$ cat src/rtl/wave_addr_gen.sv
// Phase-accumulator wavetable address generator: advances the phase once per sample period,
// reads the wavetable and hands each sample downstream over a valid/ready handshake.
module wave_addr_gen #(
   parameter int unsigned ADDR_W  = 16,
   parameter int unsigned DATA_W  = 16,
   parameter int unsigned PHASE_W = 24,
   parameter int unsigned DIV     = 113,
   parameter int unsigned LUT_LAT = 1
) (
   input  logic               i_clk,
   input  logic               i_rst_n,
   input  logic               i_enable,
   input  logic               i_sync,
   input  logic [PHASE_W-1:0] i_tune,
   output logic [ADDR_W-1:0]  o_addr,
   input  logic [DATA_W-1:0]  i_data,
   output logic [DATA_W-1:0]  o_sample,
   output logic               o_valid,
   input  logic               i_ready,
   output logic               o_overrun
);

   localparam int unsigned CNT_W = (DIV > 1) ? $clog2(DIV) : 1;
   localparam int unsigned LAT_W = $clog2(LUT_LAT + 2);

   typedef enum logic [1:0] {StIdle, StLookup, StHold} state_e;

   state_e             state_q, state_d;
   logic [CNT_W-1:0]   cnt_q, cnt_d;
   logic [PHASE_W-1:0] phase_q, phase_d, phase_sum;
   logic [ADDR_W-1:0]  addr_q, addr_d;
   logic [LAT_W-1:0]   lat_q, lat_d;
   logic [DATA_W-1:0]  sample_q, sample_d;
   logic               valid_q, valid_d;
   logic               overrun_q, overrun_d;
   logic               tick, start, accept;

   always_comb begin
      tick      = (cnt_q == CNT_W'(DIV - 1)) && i_enable;
      // A sync in the tick cycle suppresses both the increment and the lookup.
      start     = tick && !i_sync;
      accept    = valid_q && i_ready;
      phase_sum = phase_q + i_tune;

      cnt_d     = cnt_q;
      phase_d   = phase_q;
      addr_d    = addr_q;
      lat_d     = lat_q;
      state_d   = state_q;
      sample_d  = sample_q;
      valid_d   = valid_q;
      overrun_d = 1'b0;

      if (i_sync) begin
         cnt_d   = '0;
         phase_d = '0;
         addr_d  = '0;
      end else if (i_enable) begin
         cnt_d = tick ? '0 : cnt_q + 1'b1;
         if (tick) begin
            phase_d = phase_sum;
            addr_d  = phase_sum[PHASE_W-1 -: ADDR_W];
         end
      end

      if (accept) valid_d = 1'b0;

      unique case (state_q)
         StIdle: begin
            if (start) begin
               state_d = StLookup;
               lat_d   = '0;
            end
         end
         StLookup: begin
            if (lat_q == LAT_W'(LUT_LAT)) begin
               sample_d  = i_data;
               valid_d   = 1'b1;
               // Accept on the capture edge takes the old sample, so it is not an overrun.
               overrun_d = valid_q && !i_ready;
               state_d   = StHold;
            end else begin
               lat_d = lat_q + 1'b1;
            end
         end
         StHold: begin
            if (start) begin
               state_d = StLookup;
               lat_d   = '0;
            end else if (accept) begin
               state_d = StIdle;
            end
         end
         default: state_d = StIdle;
      endcase
   end

   always_ff @(posedge i_clk or negedge i_rst_n) begin
      if (!i_rst_n) begin
         state_q   <= StIdle;
         cnt_q     <= '0;
         phase_q   <= '0;
         addr_q    <= '0;
         lat_q     <= '0;
         sample_q  <= '0;
         valid_q   <= 1'b0;
         overrun_q <= 1'b0;
      end else begin
         state_q   <= state_d;
         cnt_q     <= cnt_d;
         phase_q   <= phase_d;
         addr_q    <= addr_d;
         lat_q     <= lat_d;
         sample_q  <= sample_d;
         valid_q   <= valid_d;
         overrun_q <= overrun_d;
      end
   end

   assign o_addr    = addr_q;
   assign o_sample  = sample_q;
   assign o_valid   = valid_q;
   assign o_overrun = overrun_q;

endmodule

$ cat config.mk
export PLATFORM = sky130hd
export DESIGN_NAME = wave_addr_gen
export DESIGN_NICKNAME = d
export VERILOG_FILES = /design/src/rtl/wave_addr_gen.sv
export SDC_FILE = /design/constraint.sdc
export NUM_CORES = 1
export LEC_CHECK = 0
export ABC_AREA = 0
export BUFFER_PORTS_ARGS = -buffer_cell sky130_fd_sc_hd__buf_2
export CORE_MARGIN = 2
export CORE_UTILIZATION = 47
export CTS_BUF_LIST = sky130_fd_sc_hd__clkbuf_16
export DETAILED_ROUTE_END_ITERATION = 16
export GPL_TIMING_DRIVEN = 0
export PLACE_DENSITY_LB_ADDON = 0.12
export SYNTH_ARGS = -nofsm -noshare
export SYNTH_HDL_FRONTEND = slang
export SYNTH_SLANG_ARGS = --single-unit
$ cat constraint.sdc
create_clock -name i_clk -period 3.3 [get_ports i_clk]
set_input_delay 0.66 -clock i_clk [delete_from_list [all_inputs] [get_ports i_clk]]
set_output_delay 0.66 -clock i_clk [all_outputs]
set_load 0.03 [all_outputs]
; ---- Yosys cells after proc, flatten, opt, wreduce, memory -nomap -nowiden
; Index checks and enable logic that the tools add are counted.
[op_classes]
n_eq_ne = 9
muxes = 22
n_reduce_logical = 15
n_addsub = 3
[op_table]
columns = op, n
row1 = $mux W24, 3
row2 = $mux W16, 3
row3 = $add A24 B24 Y24, 1
row4 = $mux W7, 3
row5 = $mux W2, 6
row6 = $add A7 B1 Y7 const B, 1
row7 = $eq A7 B7 Y1 const B, 1
row8 = $ne A2 B2 Y1 const B, 3
row9 = $pmux W2 S3, 1
row10 = $reduce_and A3 Y1, 2
row11 = $reduce_bool A2 Y1, 3
row12 = $mux W1, 5
row13 = $eq A2 B1 Y1 const B, 2
row14 = $logic_and A1 B1 Y1, 4
row15 = $pmux W2 S2, 1
row16 = $reduce_and A2 Y1, 2
row17 = $ne A3 B3 Y1 const B, 1
row18 = $add A2 B1 Y2 const B, 1
row19 = $eq A2 B2 Y1 const B, 1
row20 = $logic_not A1 Y1, 2
row21 = $logic_not A2 Y1, 1
row22 = $ne A2 B1 Y1 const B, 1
row23 = $reduce_or A2 Y1, 1
[totals]
wordCells = 57
out_inout_bits = 34
regBits = 69

; ---- Longest topological paths before layout
; Gate-level depths: netlist of run 1.
[depth]
word_depth = 5
ltp_mapped = 8
depth_no_buf = 8

; ---- Least setup slack after synthesis of run 1
; OpenSTA, ideal clock, no wires.
[synth_timing]
path_kind = input to register
from = input i_tune[0]
to = register phase_q[10]
path_stages = 8
path_buffers = 0
required_ps = 3174
path_slack_ps = 711
t_arrival_ps = 2462
path_cell_list = ha_1 > fa_1 > a21o_1 > a221oi_4 > o21ai_1 > a31oi_1 > nor4_1 > a311o_1
[synth_via]
elab_chain_len = 4
[synth_lines]
columns = element, line
row1 = "start, declared", 14  ; input logic [PHASE_W-1:0] i_tune,
row2 = $add A24 B24 Y24, 43  ; phase_sum = phase_q + i_tune;
row3 = $mux W24, 60  ; if (tick) begin
row4 = $mux W24, 58  ; end else if (i_enable) begin
row5 = $mux W24, 54  ; if (i_sync) begin
row6 = "end signal, assigned", 111  ; phase_q <= phase_d;
row7 = "end, declared", 30  ; logic [PHASE_W-1:0] phase_q, phase_d, phase_sum;
; No other way between the ends. The select of a mux whose other input is x is not followed.
; A chain may end at the register's enable or synchronous reset.

; ---- Worst setup path in the final report of run 1
; Ends and elaborated chain as after synthesis.

==> results of run 1 <==
==> final timing paths <==
check | start | endpoint | slack, ns | depth (start not counted)
max | i_tune[0] | phase_q[10] | 0.67 | 9
min | o_sample[9] | o_sample[9] | 0.50 | 1
max reg2reg | phase_q[0] | phase_q[10] | 0.76 | 8
min reg2reg | o_sample[9] | o_sample[9] | 0.50 | 1
max in group asynchronous | i_rst_n | cnt_q[3] | 1.94 | 1
min in group asynchronous | i_rst_n | phase_q[14] | 0.62 | 1
==> kinds of logic after synthesis <==
family / Yosys count / share of synthesized area, %
compound gates: 107 / 21.09
xor+xnor: 18 / 4.443
fa+ha+maj: 27 / 9.732
buf+inv: 35 / 5.430
flops: 53 / 37.38
mux: 19 / 5.924
simple gates: 115 / 16.01
==> registers in the layout (all words and copies together) (netlist names) <==
signal and cells:
phase_q 24, o_overrun 1, o_sample 16, o_valid 1, state_q 2, lat_q 2
cnt_q 7
==> power by group through the flow <==
stage               clock network [mW]  registers [mW]  logic, mW
global placement                     0           0.680      0.153
CTS                              0.552           0.668      0.156
detailed placement                   0           0.681      0.155
finish                           0.538           0.668      0.154
global route                     0.576           0.669      0.172
floorplan                            0           0.701     0.0663
==> through the flow <==
step | worst slack [ns] | instances | hold WS (ns) | instance area [um^2] | utilization, %
after floorplan | 0.7113 | 374 | 0.3644 | 3548 | -
after global placement | 0.4093 | 551 | 0.4836 | 4063 | 55.71
after detailed placement | 0.4080 | 551 | 0.4884 | 4063 | 55.71
after CTS | 0.7084 | 559 | 0.5045 | 4213 | 57.77
after global routing | 0.5836 | 559 | 0.5251 | 4213 | 57.77
final | 0.6707 | 559 | 0.5031 | 4213 | 57.77
==> Yosys cell counts, types with 2 or more instances <==
| master | number |
|---|---|
| a211o_1 | 2 |
| a211oi_1 | 6 |
| a21o_1 | 9 |
| a21oi_1 | 37 |
| a21oi_2 | 2 |
| a221o_1 | 2 |
| a311o_1 | 2 |
| a31oi_1 | 3 |
| a32o_1 | 2 |
| and3_1 | 6 |
| and4_1 | 2 |
| buf_4 | 16 |
| clkbuf_1 | 9 |
| dfrtp_1 | 53 |
| ha_1 | 26 |
| inv_1 | 8 |
| mux2_2 | 16 |
| mux2i_1 | 3 |
| nand2_1 | 47 |
| nand2b_1 | 3 |
| nand3_1 | 10 |
| nand3b_1 | 2 |
| nand4_1 | 4 |
| nor2_1 | 18 |
| nor3_1 | 8 |
| nor4_1 | 3 |
| o211ai_1 | 3 |
| o21a_1 | 3 |
| o21ai_0 | 15 |
| o21ai_1 | 3 |
| o21bai_1 | 2 |
| or3_1 | 4 |
| or4_1 | 3 |
| xnor2_1 | 10 |
| xor2_1 | 8 |
==> layout make-up <==
type                    instances  area, um^2
repair buffers                 78       390.4
well taps                      99       123.9
flip-flops and latches         53        1326
multi-input cells             286        2029
fillers                       704        3079
inverters                       8       30.03
clock buffers                   5       125.1
clock inverters                 3       25.02
plain buffers                  27       162.7
==> layer usage <==
| layer | wire length [um] | up-vias | GRT usage [%] |
|---|---|---|---|
| met5 | 0 | - | 0 |
| met4 | 87 | 0 | 4.672 |
| met3 | 266 | 7 | 3.506 |
| met2 | 4093 | 53 | 36.38 |
| met1 | 3926 | 1478 | 26.57 |
| li1 | - | 1529 | - |
==> metrics.md, run 1 <==
| Metric | Value |
|---|---|
| Ant diodes | `0` |
| Clock power share | `approximately two fifths` |
| Hold Path Class | `reg -> reg` |
| Postcts setup bufs | `0` |
| Data required, critical path | `roughly 3.5 ns` |
| Antenna-violating nets left | `0` |
| Post-route clock skew | `0.006848 ns` |
| Cts hold-fix bufs | `0` |
| Grt total ovfl | `0` |
| Die H | `90.89 um` |
| Flop pwr share | `between 40% and 50%` |
| Async SR Flop Fraction | `100.0%` |
| Die Wd | `~90 um` |
| Int Pwr | `between 1 and 1.5 mW` |
| Synth area leader | `dfrtp_1` |
| # Max-Cap Violations | `0` |
| Row count | `31` |
| Vias in the first global route | `just over 3k` |
| CP top delay family | `compound AO/OA/AOI/OAI gates` |
| Slew margin rel. | `18.93%` |
| FF+latch count, synth | `53` |
| Final hold violation count | `0` |
| Top post-synthesis cells by area | `dfrtp_1 (37%), ha_1 (9.2%), a21oi_1 (5.2%)` |
| Slowest cell on crit path | `fa_1` |
| Static leakage | `2.063 nW` |
| CTS tree | `done` |
| Max Fclk | `0.3803 GHz` |
| Yosys top cell area share | `37.38%` |
| Post-DP HPWL | `6335 um` |
| Global-route wire length before repair | `13990 um` |
| Routed wire per std cell | `14.98 um` |
| Num ports | `79` |
| Final period util | `79.68%` |
| Min Tclk post-route | `2.629 ns` |
| Number of enable flip-flop cells after synthesis | `0` |
| Cell Chain, Critical Path | `buf_2, ha_1, fa_1, a21o_1, a221oi_4, o21ai_1, a31oi_1, nor4_1, a311o_1` |
| Pwr Density | `between 300 and 400 mW/mm^2` |
| Worst vdd ir | `between 200 and 250 uV` |
| Core area | `about 0.0073 mm^2` |
| Comb power frac | `11.3%` |
| DR pass1 iterations | `4` |
| Max-slew violations | `0` |
| DRC viols | `0` |
| Yosys warnings | `0` |
| Most frequent cells in the layout | `buf_2 (79), dfrtp_1 (53), nand2_1 (47), a21oi_1 (37), ha_1 (26)` |
| Tot Pwr | `1.360 mW` |
| Synthesized area per cell | `9.488 um^2` |
| Startpoint Class | `primary input` |
| Post-CTS sizing | `0` |
| Max clock buf depth | `2` |
| Slew @ Worst Pin | `roughly 1.2 ns` |
| Die area | `0.008261 mm^2` |
| Clock-pin slew on the worst setup and hold paths | `0.07 ns` |
| Net switching power figure | `0.3545 mW` |
| Max stage delay on crit path | `0.42 ns` |
| Final Wtd Congestion | `around 0.86` |
| Skew-Pair Late Insertion Delay | `0.30 ns` |
| Clk root buf | `clkbuf_16` |
| Buf/Inv on CP | `1` |
| Post-synthesis net count | `446` |
| RSZ-0062 raised after global routing | `false` |
| Worst Setup End Kind | `flop` |
| Initial antenna violation count | `0` |
| Total CTS buffers | `5` |
| Switching Share | `between 20% and 30%` |
| Port Buffers | `between 70 and 80` |
| Vias/cell | `5.487` |
| Register area share after synthesis | `37.38%` |
| Final setup violation count | `0` |
| CP arrival | `about 2.8 ns` |
| Final #Nets | `531` |
| # H-tree levels | `2` |
| Clk sinks | `53` |
| Initial DRC Count | `104` |
| Initial Util | `48.66%` |
| Setup TNS | `0 ns` |
| Mapped Cells | `374` |
| Worst Path Max Fanout | `4` |
| Fraction of layout cells with a size suffix above 1 | `about 28%` |
| Status | `finished, final reports clean` |
| Final WL | `around 8400 um` |
| Count of cell types in the netlist | `59` |
| Top_reg_cell synth | `dfrtp_1` |
| Crit Path Class | `in -> reg` |
| Commonest non-fill, non-tap cell in the layout | `buf_2` |
| Area growth from synthesis to layout | `18.72%` |
| GRT Overall Usage | `between 20% and 30%` |
| Largest net degree at the start of global routing | `54` |
| Synthesized area | `approximately 0.0035 mm^2` |
| DR vias | `3067` |
Power figures use the tool's default switching activity.
==> run 2, diff against run 1 <==
==> constraint.sdc (replaced) <==
create_clock -name i_clk -period 2.49 [get_ports i_clk]
set_input_delay 0.498 -clock i_clk [delete_from_list [all_inputs] [get_ports i_clk]]
set_output_delay 0.498 -clock i_clk [all_outputs]
set_load 0.03 [all_outputs]
==> run 2 against run 1 <==
Compared with the run above:
- sequential cell count is the same
- largest cell class unchanged
- via count grew 1.1%
- design area grew 0.98%
- non-clock buffer count grew 3
- first-iteration DRC count grew 9.6%
- core utilization grew 0.57 points
- routed wire length grew 0.26%
==> metrics.md, run 2 (same netlist as run 1, synthesis figures left out) <==
| Metric | Value |
|---|---|
| Grt total ovfl | `0 (unchanged)` |
| Core area | `0.007292 mm^2 (unchanged)` |
| Static leakage | `2.094 nW (+1.5%)` |
| Die H | `90.89 um (unchanged)` |
| Worst Setup End Kind | `flop` |
| Clk sinks | `53 (unchanged)` |
| Vias in the first global route | `3028 (+0.23%)` |
| Initial DRC Count | `114 (+9.6%)` |
| DRC viols | `0 (unchanged)` |
| Antenna-violating nets left | `0 (unchanged)` |
| Post-Layout Cell Count | `562 (+0.54%)` |
| Skew-Pair Late Insertion Delay | `0.30 ns (about the same)` |
| Largest register FFs | `24 (unchanged)` |
| GRT Max-Usage Layer | `met2` |
| Biggest register | `phase_q` |
| Final instance area | `0.004254 mm^2 (+0.98%)` |
| Num ports | `79 (unchanged)` |
| Final #Nets | `534 (+0.56%)` |
| Clock-pin slew on the worst setup and hold paths | `0.08 ns (about the same)` |
| Total CTS buffers | `5 (unchanged)` |
| Final WL | `8395 um (+0.26%)` |
| Global-route wire length before repair | `14020 um (+0.24%)` |
| Met3 usage | `3.506% (unchanged)` |
| Die area | `0.008261 mm^2 (unchanged)` |
| Fill count | `708 (+0.57%)` |
| Final hold violation count | `0 (unchanged)` |
| Worst Path Max Fanout | `4 (unchanged)` |
| RSZ-0062 raised after global routing | `true` |
| Crit Path Class | `reg -> reg` |
| Pwr Density | `423.5 mW/mm^2 (+31%)` |
| Final period util | `about 97%` |
| Initial antenna violation count | `0 (unchanged)` |
| Clk root buf | `clkbuf_16` |
| Min Tclk post-route | `about 2.4 ns` |
| Largest net degree at the start of global routing | `54 (unchanged)` |
| GRT Overall Usage | `20.70% (+0.053 points)` |
| Max-slew violations | `0 (unchanged)` |
| # H-tree levels | `2 (unchanged)` |
| DR pass1 iterations | `5 (+1)` |
| Max Fclk | `about 0.41 GHz` |
| Setup TNS | `0 ns (unchanged)` |
| Fraction of layout cells with a size suffix above 1 | `29.81% (+1.3 points)` |
| Slew @ Worst Pin | `1.206 ns (-0.009815 ns)` |
| Port Buffers | `78 (unchanged)` |
| GR Util met1 | `26.57% (unchanged)` |
| Most frequent cells in the layout | `buf_2 (79), dfrtp_1 (53), nand2_1 (47), a21oi_1 (37), ha_1 (26)` |
| Routed wire per std cell | `14.94 um (-0.27%)` |
| Fin worst setup slack | `0.07775 ns (-0.5929 ns)` |
| Startpoint Class | `flop` |
| Hold Path Class | `in -> reg` |
| DR vias | `3102 (+1.1%)` |
| Slew margin rel. | `19.59% (+0.65 points)` |
| M2 GR Usage | `36.57% (+0.19 points)` |
| Status | `finished, final reports clean` |
| Post-route clock skew | `0.007116 ns (+0.0002676 ns)` |
| CTS tree | `done` |
| Max clock buf depth | `2 (unchanged)` |
| Final Wtd Congestion | `0.8570 (unchanged)` |
| Cells after DPL | `551 (unchanged)` |
| Worst slack at placement | `-0.2400 ns (-0.6480 ns)` |
| Post-DP HPWL | `6335 um (unchanged)` |
| Data required, critical path | `2.64 ns (-0.84 ns)` |
| CP arrival | `2.56 ns (-0.25 ns)` |
| Initial Util | `48.66% (unchanged)` |
| Row count | `31 (unchanged)` |
| Die Wd | `90.89 um (unchanged)` |
| Area growth from synthesis to layout | `19.89%` |
| Placed Area | `0.004063 mm^2 (unchanged)` |
| Ant diodes | `0 (unchanged)` |
| # Max-Cap Violations | `0 (unchanged)` |
| Commonest non-fill, non-tap cell in the layout | `buf_2` |
| Worst vdd ir | `289.6 uV (+33%)` |
| Final setup violation count | `0 (unchanged)` |
| Vias/cell | `5.520 (+0.60%)` |
-- run 2: changes by cell type in the layout (fill, tap and decap cells not counted), sizes merged --
| cell | previous run | this run |
|---|---|---|
| buf | 96 | 99 |
-- run 2: worst max-delay path, stage by stage, from the launching register on --
cell      delay [ns]
dfrtp_1         0.39
ha_1            0.22
fa_2            0.37
a21o_1          0.21
a221oi_4        0.36
o21bai_2        0.14
o31ai_4         0.26
mux2i_1         0.23
a31oi_1         0.10
-- run 2: area by class of cell --
cell class              count  area, um^2  share of cell area (%)
plain buffers              27       162.7                   3.824
clock buffers               5       125.1                   2.941
clock inverters             3       25.02                  0.5882
inverters                   8       30.03                  0.7059
multi-input cells         286        2048                   48.15
flip-flops and latches     53        1326                   31.18
well taps                  99       123.9                   2.912
repair buffers             81       412.9                   9.706
-- run 2: per-layer routing --
| metal | up-vias | part of all wire, % | wire [um] |
|---|---|---|---|
| li1 | 1537 | - | - |
| met2 | 74 | 49 | 4131 |
| met5 | - | 0 | 0 |
| met4 | 0 | 0.93 | 78 |
| met3 | 6 | 3.8 | 321 |
| met1 | 1485 | 46 | 3863 |
-- run 2: stage by stage --
| stage | hold slack (ns) | total power [mW] | util (%) |
|---|---|---|---|
| 6_report | 0.4258 | 1.801 | 58.34 |
| 5_1_grt | 0.4190 | 1.879 | 58.34 |
| 4_1_cts | 0.4237 | 1.823 | 58.01 |
| 3_5_place_dp | 0.4884 | 1.108 | 55.71 |
| 3_3_place_gp | 0.4836 | 1.104 | 55.71 |
| 2_1_floorplan | 0.2024 | 1.016 | - |
-- run 2: report_power, final --
| group | switching (mW) | internal, mW | total [mW] |
|---|---|---|---|
| registers | 0.00895 | 0.876 | 0.885 |
| clock network | 0.333 | 0.379 | 0.712 |
| logic | 0.127 | 0.0776 | 0.205 |
-- run 2: what timing repair did --
action,in CTS,in global routing
hold buffers,0,0
resized for setup,1,3
pin swaps,4,4
cloned,0,0
buffers inserted,2,1
setup endpoints to repair,2,4
-- run 2: worst paths after layout --
check | cells past startpoint | from | endpoint | slack, ns
setup / recovery | 8 | phase_q[0] | phase_q[22] | 0.08
hold / removal | 2 | i_data[2] | o_sample[2] | 0.43
setup reg to reg | 8 | phase_q[0] | phase_q[22] | 0.08
hold reg to reg | 1 | o_sample[6] | o_sample[6] | 0.50
max in group asynchronous | 1 | i_rst_n | cnt_q[3] | 1.30
min in group asynchronous | 1 | i_rst_n | phase_q[14] | 0.46
